===== src/rtl/tick_rate_controller_if.sv =====
// Config channel of the tick rate controller: one valid/ready transfer carries mode, divisor and burst length.
// Latency: none, wires only.
// Backpressure: the controller lowers cfg_ready while a reconfiguration is waiting for a period boundary.
//
// Ports (modport slave = controller side):
//   cfg_valid      requester has a config word
//   cfg_ready      controller accepts this cycle
//   cfg_mode       0=STOP 1=RUN 2=BURST 3=reserved (acts as STOP)
//   cfg_divisor    period in clk cycles, 0 acts as 1
//   cfg_burst_len  ticks per burst
interface tick_rate_controller_if #(
  parameter int CNT_W   = 32,
  parameter int BURST_W = 16
);
  logic               cfg_valid;
  logic               cfg_ready;
  logic [1:0]         cfg_mode;
  logic [CNT_W-1:0]   cfg_divisor;
  logic [BURST_W-1:0] cfg_burst_len;

  modport master (
    output cfg_valid, cfg_mode, cfg_divisor, cfg_burst_len,
    input  cfg_ready
  );

  modport slave (
    input  cfg_valid, cfg_mode, cfg_divisor, cfg_burst_len,
    output cfg_ready
  );
endinterface


===== src/rtl/tick_rate_controller.sv =====
// Rate controller: emits a one-cycle tick enable every D clk cycles in RUN or BURST mode (no derived clocks).
// Latency: first tick D cycles after the accepting edge, then every D cycles; done one cycle after the last burst tick.
// Backpressure: cfg_ready low only while a RUN/BURST reconfiguration is staged and waiting for the end of the current tick cycle.
//
// Ports:
//   clk, rst_n     clock, asynchronous active-low reset
//   cfg            config channel (slave modport), see tick_rate_controller_if
//   tick           registered one-cycle enable, one per period
//   tick_count     ticks since the last start from IDLE, wraps
//   busy           high in RUN or BURST
//   done           one-cycle pulse when a burst completes
module tick_rate_controller #(
  parameter int CNT_W   = 32,
  parameter int BURST_W = 16
) (
  input  logic                      clk,
  input  logic                      rst_n,
  tick_rate_controller_if.slave     cfg,
  output logic                      tick,
  output logic [CNT_W-1:0]          tick_count,
  output logic                      busy,
  output logic                      done
);

  localparam logic [1:0]         MODE_RUN   = 2'd1;
  localparam logic [1:0]         MODE_BURST = 2'd2;
  localparam logic [CNT_W-1:0]   CNT_ONE    = 1;
  localparam logic [BURST_W-1:0] BURST_ONE  = 1;

  typedef enum logic [1:0] {
    ST_IDLE  = 2'd0,
    ST_RUN   = 2'd1,
    ST_BURST = 2'd2
  } state_t;

  // Divisor is held as D-1 so D = 2^CNT_W-1 never needs a wider compare.
  typedef struct packed {
    logic [1:0]         mode;
    logic [CNT_W-1:0]   d_m1;
    logic [BURST_W-1:0] len;
  } cfg_t;

  state_t             state_q, state_d;
  logic [CNT_W-1:0]   cnt_q, cnt_d;
  logic [CNT_W-1:0]   dm1_q, dm1_d;
  logic [CNT_W-1:0]   tick_count_d;
  logic [BURST_W-1:0] rem_q, rem_d;
  cfg_t               stg_q, stg_d, req;
  logic               stg_vld_q, stg_vld_d;
  logic               tick_d, done_d;
  logic               xfer, req_go;

  assign xfer   = cfg.cfg_valid && cfg.cfg_ready;
  assign req_go = xfer && (cfg.cfg_mode == MODE_RUN || cfg.cfg_mode == MODE_BURST);

  always_comb begin
    req.mode = cfg.cfg_mode;
    req.d_m1 = (cfg.cfg_divisor == '0) ? '0 : cfg.cfg_divisor - CNT_ONE;
    req.len  = cfg.cfg_burst_len;
  end

  // State register
  always_ff @(posedge clk or negedge rst_n) begin
    if (!rst_n) begin
      state_q    <= ST_IDLE;
      cnt_q      <= '0;
      dm1_q      <= '0;
      rem_q      <= '0;
      stg_q      <= '0;
      stg_vld_q  <= 1'b0;
      tick       <= 1'b0;
      tick_count <= '0;
      done       <= 1'b0;
    end else begin
      state_q    <= state_d;
      cnt_q      <= cnt_d;
      dm1_q      <= dm1_d;
      rem_q      <= rem_d;
      stg_q      <= stg_d;
      stg_vld_q  <= stg_vld_d;
      tick       <= tick_d;
      tick_count <= tick_count_d;
      done       <= done_d;
    end
  end

  // Next state
  always_comb begin
    state_d      = state_q;
    dm1_d        = dm1_q;
    rem_d        = rem_q;
    stg_d        = stg_q;
    stg_vld_d    = stg_vld_q;
    done_d       = 1'b0;
    cnt_d        = (cnt_q == dm1_q) ? '0 : cnt_q + CNT_ONE;
    tick_count_d = tick ? tick_count + CNT_ONE : tick_count;

    case (state_q)
      ST_IDLE: begin
        cnt_d = '0;
        if (req_go) begin
          if (req.mode == MODE_RUN) begin
            state_d      = ST_RUN;
            dm1_d        = req.d_m1;
            tick_count_d = '0;
          end else if (req.len != '0) begin
            state_d      = ST_BURST;
            dm1_d        = req.d_m1;
            rem_d        = req.len;
            tick_count_d = '0;
          end else begin
            done_d = 1'b1;
          end
        end
      end

      default: begin
        if (xfer && !req_go) begin
          // STOP or reserved: abort on this edge, pending reconfig discarded.
          state_d   = ST_IDLE;
          cnt_d     = '0;
          stg_vld_d = 1'b0;
        end else begin
          if (req_go) begin
            stg_d     = req;
            stg_vld_d = 1'b1;
          end
          // tick high means this cycle closes a period: the only safe point to reconfigure.
          if (tick) begin
            if (stg_vld_q) begin
              stg_vld_d = 1'b0;
              cnt_d     = '0;
              dm1_d     = stg_q.d_m1;
              if (stg_q.mode == MODE_RUN) begin
                state_d = ST_RUN;
              end else if (stg_q.len != '0) begin
                state_d = ST_BURST;
                rem_d   = stg_q.len;
              end else begin
                state_d = ST_IDLE;
                done_d  = 1'b1;
              end
            end else if (state_q == ST_BURST) begin
              if (rem_q == BURST_ONE) begin
                state_d = ST_IDLE;
                cnt_d   = '0;
                done_d  = 1'b1;
              end else begin
                rem_d = rem_q - BURST_ONE;
              end
            end
          end
        end
      end
    endcase

    // Registered tick: high in the cycle where the counter reaches D-1.
    tick_d = (state_d != ST_IDLE) && (cnt_d == dm1_d);
  end

  // Outputs
  assign busy          = (state_q != ST_IDLE);
  assign cfg.cfg_ready = (state_q == ST_IDLE) || !stg_vld_q;

endmodule


===== src/flat_wrapper.sv =====
// flat-port wrapper written by rule: the top's interface ports become plain ports
module tick_rate_controller_flat 
#(
  parameter int CNT_W   = 32,
  parameter int BURST_W = 16
)
  (clk, rst_n, tick, tick_count, busy, done, cfg_cfg_valid, cfg_cfg_mode, cfg_cfg_divisor, cfg_cfg_burst_len, cfg_cfg_ready);
  tick_rate_controller_if #(.CNT_W(CNT_W), .BURST_W(BURST_W)) cfg_i ();
  input  logic clk;
  input  logic rst_n;
  output logic tick;
  output logic [CNT_W-1:0] tick_count;
  output logic busy;
  output logic done;
  input wire logic [$bits(cfg_i.cfg_valid)-1:0] cfg_cfg_valid;
  input wire logic [$bits(cfg_i.cfg_mode)-1:0] cfg_cfg_mode;
  input wire logic [$bits(cfg_i.cfg_divisor)-1:0] cfg_cfg_divisor;
  input wire logic [$bits(cfg_i.cfg_burst_len)-1:0] cfg_cfg_burst_len;
  output wire logic [$bits(cfg_i.cfg_ready)-1:0] cfg_cfg_ready;
  assign cfg_i.cfg_valid = cfg_cfg_valid;
  assign cfg_i.cfg_mode = cfg_cfg_mode;
  assign cfg_i.cfg_divisor = cfg_cfg_divisor;
  assign cfg_i.cfg_burst_len = cfg_cfg_burst_len;
  assign cfg_cfg_ready = cfg_i.cfg_ready;
  tick_rate_controller #(.CNT_W(CNT_W), .BURST_W(BURST_W)) u_core (.clk(clk), .rst_n(rst_n), .cfg(cfg_i), .tick(tick), .tick_count(tick_count), .busy(busy), .done(done));
endmodule

===== config.mk =====
export PLATFORM = sky130hd
export DESIGN_NAME = tick_rate_controller_flat
export DESIGN_NICKNAME = d
export VERILOG_FILES = /design/src/rtl/tick_rate_controller_if.sv /design/src/rtl/tick_rate_controller.sv /design/src/flat_wrapper.sv
export SDC_FILE = /design/constraint.sdc
export NUM_CORES = 1
export LEC_CHECK = 0
export ABC_AREA = 1
export CORE_MARGIN = 2
export CORE_UTILIZATION = 44
export CTS_CLUSTER_SIZE = 20
export DETAILED_ROUTE_END_ITERATION = 8
export SYNTH_ARGS = -nofsm -noshare
export SYNTH_HDL_FRONTEND = slang
export SYNTH_SLANG_ARGS = --single-unit
export TNS_END_PERCENT = 5

===== constraint.sdc =====
create_clock -name clk -period 2.5 [get_ports clk]
set_clock_uncertainty 0.2 [all_clocks]
set_input_delay 0.375 -clock clk [delete_from_list [all_inputs] [get_ports clk]]
set_output_delay 0.375 -clock clk [all_outputs]
set_load 0.1 [all_outputs]

### Word-level counts from Yosys, hierarchy flattened

Index checks and enable logic that the tools add are counted.

| word-level totals | value |
|---|---|
| input port bits | 53 |
| logic and storage cells | 106 |
| output and inout port bits | 36 |
| register bits | 167 |

| cells by class | value |
|---|---|
| reduce and logical (&&, ||, !) cells | 18 |
| add/subtract/negate cells | 4 |
| mux-type cells | 57 |
| eq/ne operators | 14 |
| bitwise gates (word level) | 2 |

Operators with widths:

| operator | number |
|---|---|
| 32-bit two-way mux | 20 |
| 16-bit two-way mux | 11 |
| 32-bit by 1-bit adder with 32-bit output, second input constant | 2 |
| 32-bit equality test | 2 |
| 32-bit logical NOT | 1 |
| 16-bit nonzero test | 2 |
| 32-bit by 1-bit subtractor with 32-bit output, second input constant | 1 |
| 2-bit two-way mux | 11 |
| 16-bit by 1-bit equality test with 1-bit output, second input constant | 1 |
| 16-bit by 1-bit subtractor with 16-bit output, second input constant | 1 |
| 1-bit two-way mux | 15 |
| 9-bit AND reduction | 1 |
| 3-bit inequality test, second input constant | 2 |
| 2-bit nonzero test | 3 |
| 2-bit by 1-bit equality test with 1-bit output, second input constant | 2 |
| 2-bit equality test, second input constant | 2 |
| 1-bit logical AND | 4 |
| 2-bit by 1-bit inequality test with 1-bit output, second input constant | 2 |
| 2-bit inequality test, second input constant | 2 |
| 3-bit by 2-bit inequality test with 1-bit output, second input constant | 1 |
| 3-bit AND reduction | 1 |
| 3-bit nonzero test | 1 |
| 1-bit logical NOT | 2 |
| 2-bit logical NOT | 1 |
| 2 further kinds | 4 |

### Depth between registers and ports, before layout

| depth | value |
|---|---|
| word-level depth | 10 |
| mapped depth | 20 |
| gate-level depth less buffers | 19 |

### Least setup slack after synthesis

No wires, ideal clock.

| path | value |
|---|---|
| path kind | register to register |
| start point | reg u_core.tick_count[0] |
| end point | reg u_core.tick_count[27] |
| setup time | 0.121 ns |
| buffers on the path | 0 |
| arrival time | 2.559 ns |
| stages on the path, launching flop included | 11 |
| path slack | -0.380 ns |
| data required time | 2.179 ns |
| period minus slack after synthesis | 2.880 ns |
| cell sequence | dfrtp_1 inv_1 nor2_1 nand2_1 nor2_1 nand3_1 nor3_1 nand3_1 nor4_1 a21oi_1 o21a_1 |

| between the ends | value |
|---|---|
| cells in the longest elaborated chain, start to end | 6 |

RTL lines:

| what | RTL line | source |
|---|---|---|
| start, declared | tick_rate_controller.sv:20 | `output logic [CNT_W-1:0] tick_count,` |
| start signal, assigned | tick_rate_controller.sv:82 | `tick_count <= tick_count_d;` |
| 32-bit by 1-bit adder with 32-bit output * | tick_rate_controller.sv:96 | `tick_count_d = tick ? tick_count + CNT_ONE : tick_count;` |
| 32-bit two-way mux * | tick_rate_controller.sv:96 |  |
| 32-bit two-way mux | tick_rate_controller.sv:106 | `end else if (req.len != '0) begin` |
| 32-bit two-way mux | tick_rate_controller.sv:102 | `if (req.mode == MODE_RUN) begin` |
| 32-bit two-way mux | tick_rate_controller.sv:101 | `if (req_go) begin` |
| 32-bit two-way mux * | tick_rate_controller.sv:98 | `case (state_q)` |
| via u_core.tick_count_d[27] | tick_rate_controller.sv:46 | `logic [CNT_W-1:0] tick_count_d;` |

Mark *: on every way through the listed nets, which the timed path passes. The rest lies on a longest branch.
A chain may end at the register's enable or synchronous reset.

### Final worst setup path

| path | value |
|---|---|
| start point | reg u_core.dm1_q[22] |
| end point | reg u_core.tick |

| between the ends | value |
|---|---|
| cells in the longest elaborated chain, start to end | 10 |
| elaborated cells between the ends (all ways) | 17 |
| those cells by class | 2 x eq/ne; 14 x mux; 1 x reduce/logical |

RTL lines:

| what | RTL line | source |
|---|---|---|
| start, declared | tick_rate_controller.sv:45 | `logic [CNT_W-1:0] dm1_q, dm1_d;` |
| start signal, assigned | tick_rate_controller.sv:77 | `dm1_q <= dm1_d;` |
| 32-bit equality test | tick_rate_controller.sv:95 | `cnt_d = (cnt_q == dm1_q) ? '0 : cnt_q + CNT_ONE;` |
| 32-bit two-way mux | tick_rate_controller.sv:95 |  |
| 32-bit two-way mux | tick_rate_controller.sv:144 | `if (rem_q == BURST_ONE) begin` |
| 32-bit two-way mux | tick_rate_controller.sv:143 | `end else if (state_q == ST_BURST) begin` |
| 32-bit two-way mux | tick_rate_controller.sv:130 | `if (stg_vld_q) begin` |
| 32-bit two-way mux | tick_rate_controller.sv:129 | `if (tick) begin` |
| 32-bit two-way mux | tick_rate_controller.sv:118 | `if (xfer && !req_go) begin` |
| 32-bit two-way mux | tick_rate_controller.sv:98 |  |
| 32-bit equality test * | tick_rate_controller.sv:158 | `tick_d = (state_d != ST_IDLE) && (cnt_d == dm1_d);` |
| 1-bit logical AND * | tick_rate_controller.sv:158 |  |
| via u_core.tick_d | tick_rate_controller.sv:50 | `logic tick_d, done_d;` |
| end signal, assigned | tick_rate_controller.sv:81 | `tick <= tick_d;` |
| end, declared | tick_rate_controller.sv:19 | `output logic tick,` |

Marked as above.

==> impl_results.md <==
- Outcome: finished, violations left
- Failing checks: negative hold slack, negative setup slack
- Vias in the first global route: 12100
- Row count: 59
- Post-Synthesis Cells: 1788
- Post-route DRC: 0
- Synth top cells by count: 569 x nand2_1, 280 x nor2_1, 229 x inv_1
- Share of the yosys chip area belonging to registers: 36.1%
- Max Cap Violations: 0
- Fill cells: 2385
- Drt first pass iters: 6
- Total length of routed met2 wires: between 15000 and 20000 microns
- Initial antenna violation count: 0
- Peak VDD IR: 511 uV
- Post-Syn Nets: 1847
- Number of flops mapped to enable cells by yosys: 0
- FFs w/ async S/R, synth: 100%
- Cell with the most instances after synthesis: nand2_1
- Post-synthesis cell area: between 10000 and 15000 sq um
- Worst-margin pin slew: 0.529 ns
- Layout cell share with drive strength beyond 1: between 20% and 30%
- Pleak: slightly below 0.009 uW
- #FFs+latches synth: 167
- CTS Buf Count: 17
- Share of the synthesized area in the top cell type: between 30% and 40%
- Root buffer cell: clkbuf_16
- Minimum clock period: 2.57 ns
- Vias: 12900
- Die footprint: between 20000 and 30000 sq um
- Area growth from synthesis to layout: 46.1%
- Clk slew on worst S/H paths: 0.09 ns
- I/O Pins: slightly below 90
- DR top layer: met4
- Routed met3 length: 2350 microns
- Final Cycle Share: 103%
- WHS: -0.00296 ns
- F_max: between 0.3 and 0.4 GHz
- Die Ht: 166 microns
- Initial DRC Count: 1034
- First-pass GRT wire length: 62200 microns
- Synth unique cells: 44
- RSZ-0062 raised after global routing: yes
- Endpoints failing setup: 1
- Critical Path Fanout Max: 5
- Power per Cell Area: 713 nW/um^2
- Final net count: 2288
- Fin util: 65.2%
- Total track usage: 28.1%
- Clk_lat worst skew: around 0.45 ns
- Critical Path Start Type: flip-flop
- Remaining global-route overflow: 0
- WL per Instance: 15.2 microns
- H-tree depth: 4
- Area contributors post-synth: dfrtp_1 36%, nand2_1 18%, nor2_1 9.1%
- Crit Path Class: reg -> reg
- Worst EP arrival: 2.73 ns
- Gpl congestion: between 0.9 and 1
- Post-synth top area cell: dfrtp_1
- Routed Antenna Nets: 0
- Synth warn: 0
- Worst slew margin: 64.7%
- Port Buffer Count: 88
- Top FF cell, synth: dfrtp_1
- Routed length on met1: 18900 microns
- WP data required: 2.66 ns
- CTS tree: done
- Setup WS pre-CTS: -0.829 ns
- Reg2reg start: u_core.dm1_q[22]
- Crit end category: flip-flop
- Post-route setup slack: -0.0746 ns
- Final hold vios: 1
- Number of clock sinks: 167
- Hpwl dp: 30700 microns
- Hold Startpoint: cfg_cfg_burst_len[11]
- Syn avg cell area: 6.47 sq um
- Max-slew violations: 0
- Worst setup path start: u_core.dm1_q[22]
- Clock tree buffer depth: 2
- Core Area: 25900 sq um
- Starting Density: between 40% and 50%
- Die width: 166 microns
- Vias per inst: 4.99
- WL final: approximately 39000 microns
- Worst Hold Class: in -> reg
- Largest net degree at the start of global routing: 50
- N_diodes: 0
-- stage by stage --
stage	power, uW	setup TNS [ns]	cell area [sq um]	std cells
2_1_floorplan	6450	-0.132	11600	1788
3_3_place_gp	8670	-12.33	15200	2500
3_5_place_dp	8750	-13.07	15200	2500
4_1_cts	11700	-0.0647	16200	2553
5_1_grt	12800	-0.211	16900	2577
6_report	12100	-0.0746	16900	2577
-- where the power goes --
group          internal (uW)  leakage (uW)  switching, uW  total [uW]
clock                   1360      0.000295           1360        2710
sequential              3430       0.00215            531        3970
combinational           2410       0.00621           2960        5370
total                   7200       0.00865           4850       12100
-- worst max-delay path, cell delays in order (launching register included) --
cell	delay, ns
dfrtp_1	0.42
inv_1	0.09
nand2_1	0.05
nand2_1	0.10
inv_1	0.05
nand2_1	0.05
nor2_1	0.04
nand2_1	0.09
nor2_4	0.06
nand2_4	0.13
buf_8	0.15
buf_6	0.10
nand4_1	0.27
nand2_1	0.15
inv_1	0.05
nor2_1	0.15
nand2_1	0.08
nor2_1	0.10
nand3_1	0.08
nor2_1	0.08
-- area by class of cell --
cell class	instances	area, sq um	share of cell area (%)
Multi-Input combinational cell	1329	6850	40.5
Sequential cell	167	4200	24.8
Timing Repair Buffer	472	3910	23.1
Inverter	242	918	5.44
Clock buffer	17	425	2.52
Tap cell	335	419	2.48
Clock inverter	15	180	1.07
-- cell usage in the layout, fill, tap and decap left out, types with 9 or more instances in the layout --
| cell | Yosys | layout |
|---|---|---|
| a21oi_1 | 27 | 23 |
| buf_12 | 0 | 10 |
| buf_4 | 2 | 393 |
| buf_6 | 5 | 14 |
| clkbuf_16 | 0 | 17 |
| clkdlybuf4s50_1 | 0 | 40 |
| dfrtp_1 | 167 | 153 |
| dfrtp_2 | 0 | 14 |
| dlymetal6s2s_1 | 0 | 9 |
| inv_1 | 229 | 216 |
| inv_2 | 12 | 21 |
| nand2_1 | 569 | 538 |
| nand2_2 | 4 | 30 |
| nand3_1 | 123 | 96 |
| nand3_2 | 2 | 25 |
| nand3b_1 | 11 | 11 |
| nand4_1 | 42 | 42 |
| nor2_1 | 280 | 216 |
| nor2_2 | 9 | 60 |
| nor2_4 | 2 | 15 |
| nor3_1 | 29 | 26 |
| o21ai_0 | 89 | 85 |
| xnor2_1 | 29 | 29 |
| xor2_1 | 47 | 44 |
-- state kept, by name, summed over array words and instances (netlist names) --
name and flops:
u_core.stg_q 50, u_core.cnt_q 32, u_core.dm1_q 32, u_core.tick_count 32, u_core.rem_q 16, u_core.state_q 2
u_core.done 1, u_core.stg_vld_q 1, u_core.tick 1
-- per-layer routing --
layer	global-route usage [%]	vias up
met5	0	-
li1	-	6498
met3	3.55	36
met4	5.75	0
met1	42.5	5942
met2	43.4	390
-- worst paths after layout --
check	slack (ns)	to	cells after the start
worst min register to register	0.28	u_core.stg_q[29]	2
worst max register to register	-0.07	u_core.tick	19
max in group asynchronous	1.14	u_core.dm1_q[17]	3
min in group asynchronous	0.24	u_core.tick_count[25]	2
worst min-delay path	-0.003	u_core.stg_q[11]	3
worst max-delay path	-0.07	u_core.tick	19
-- kinds of logic (layout without fill, tap and decap cells) --
family                     count (synthesis)  in the layout  synth area share [%]
DFF                                      167            167                  36.1
adders and majority gates                  6              6                 0.649
buffers and inverters                    292            746                  10.1
and+or+nand+nor                         1087           1087                  39.4
xor gates and xnor gates                  76             76                  5.76
AOI/OAI and AO/OA                        160            160                  7.98
-- repair_timing --
action	CTS	global route
cloned	1	0
endpoints found under the setup margin	1	5
pin swaps	28	88
hold buffers	1	0
hold endpoints to repair	44	0
gates resized for setup	74	150
buffers inserted	19	25
No activity file was read; power rests on OpenSTA's default activity.
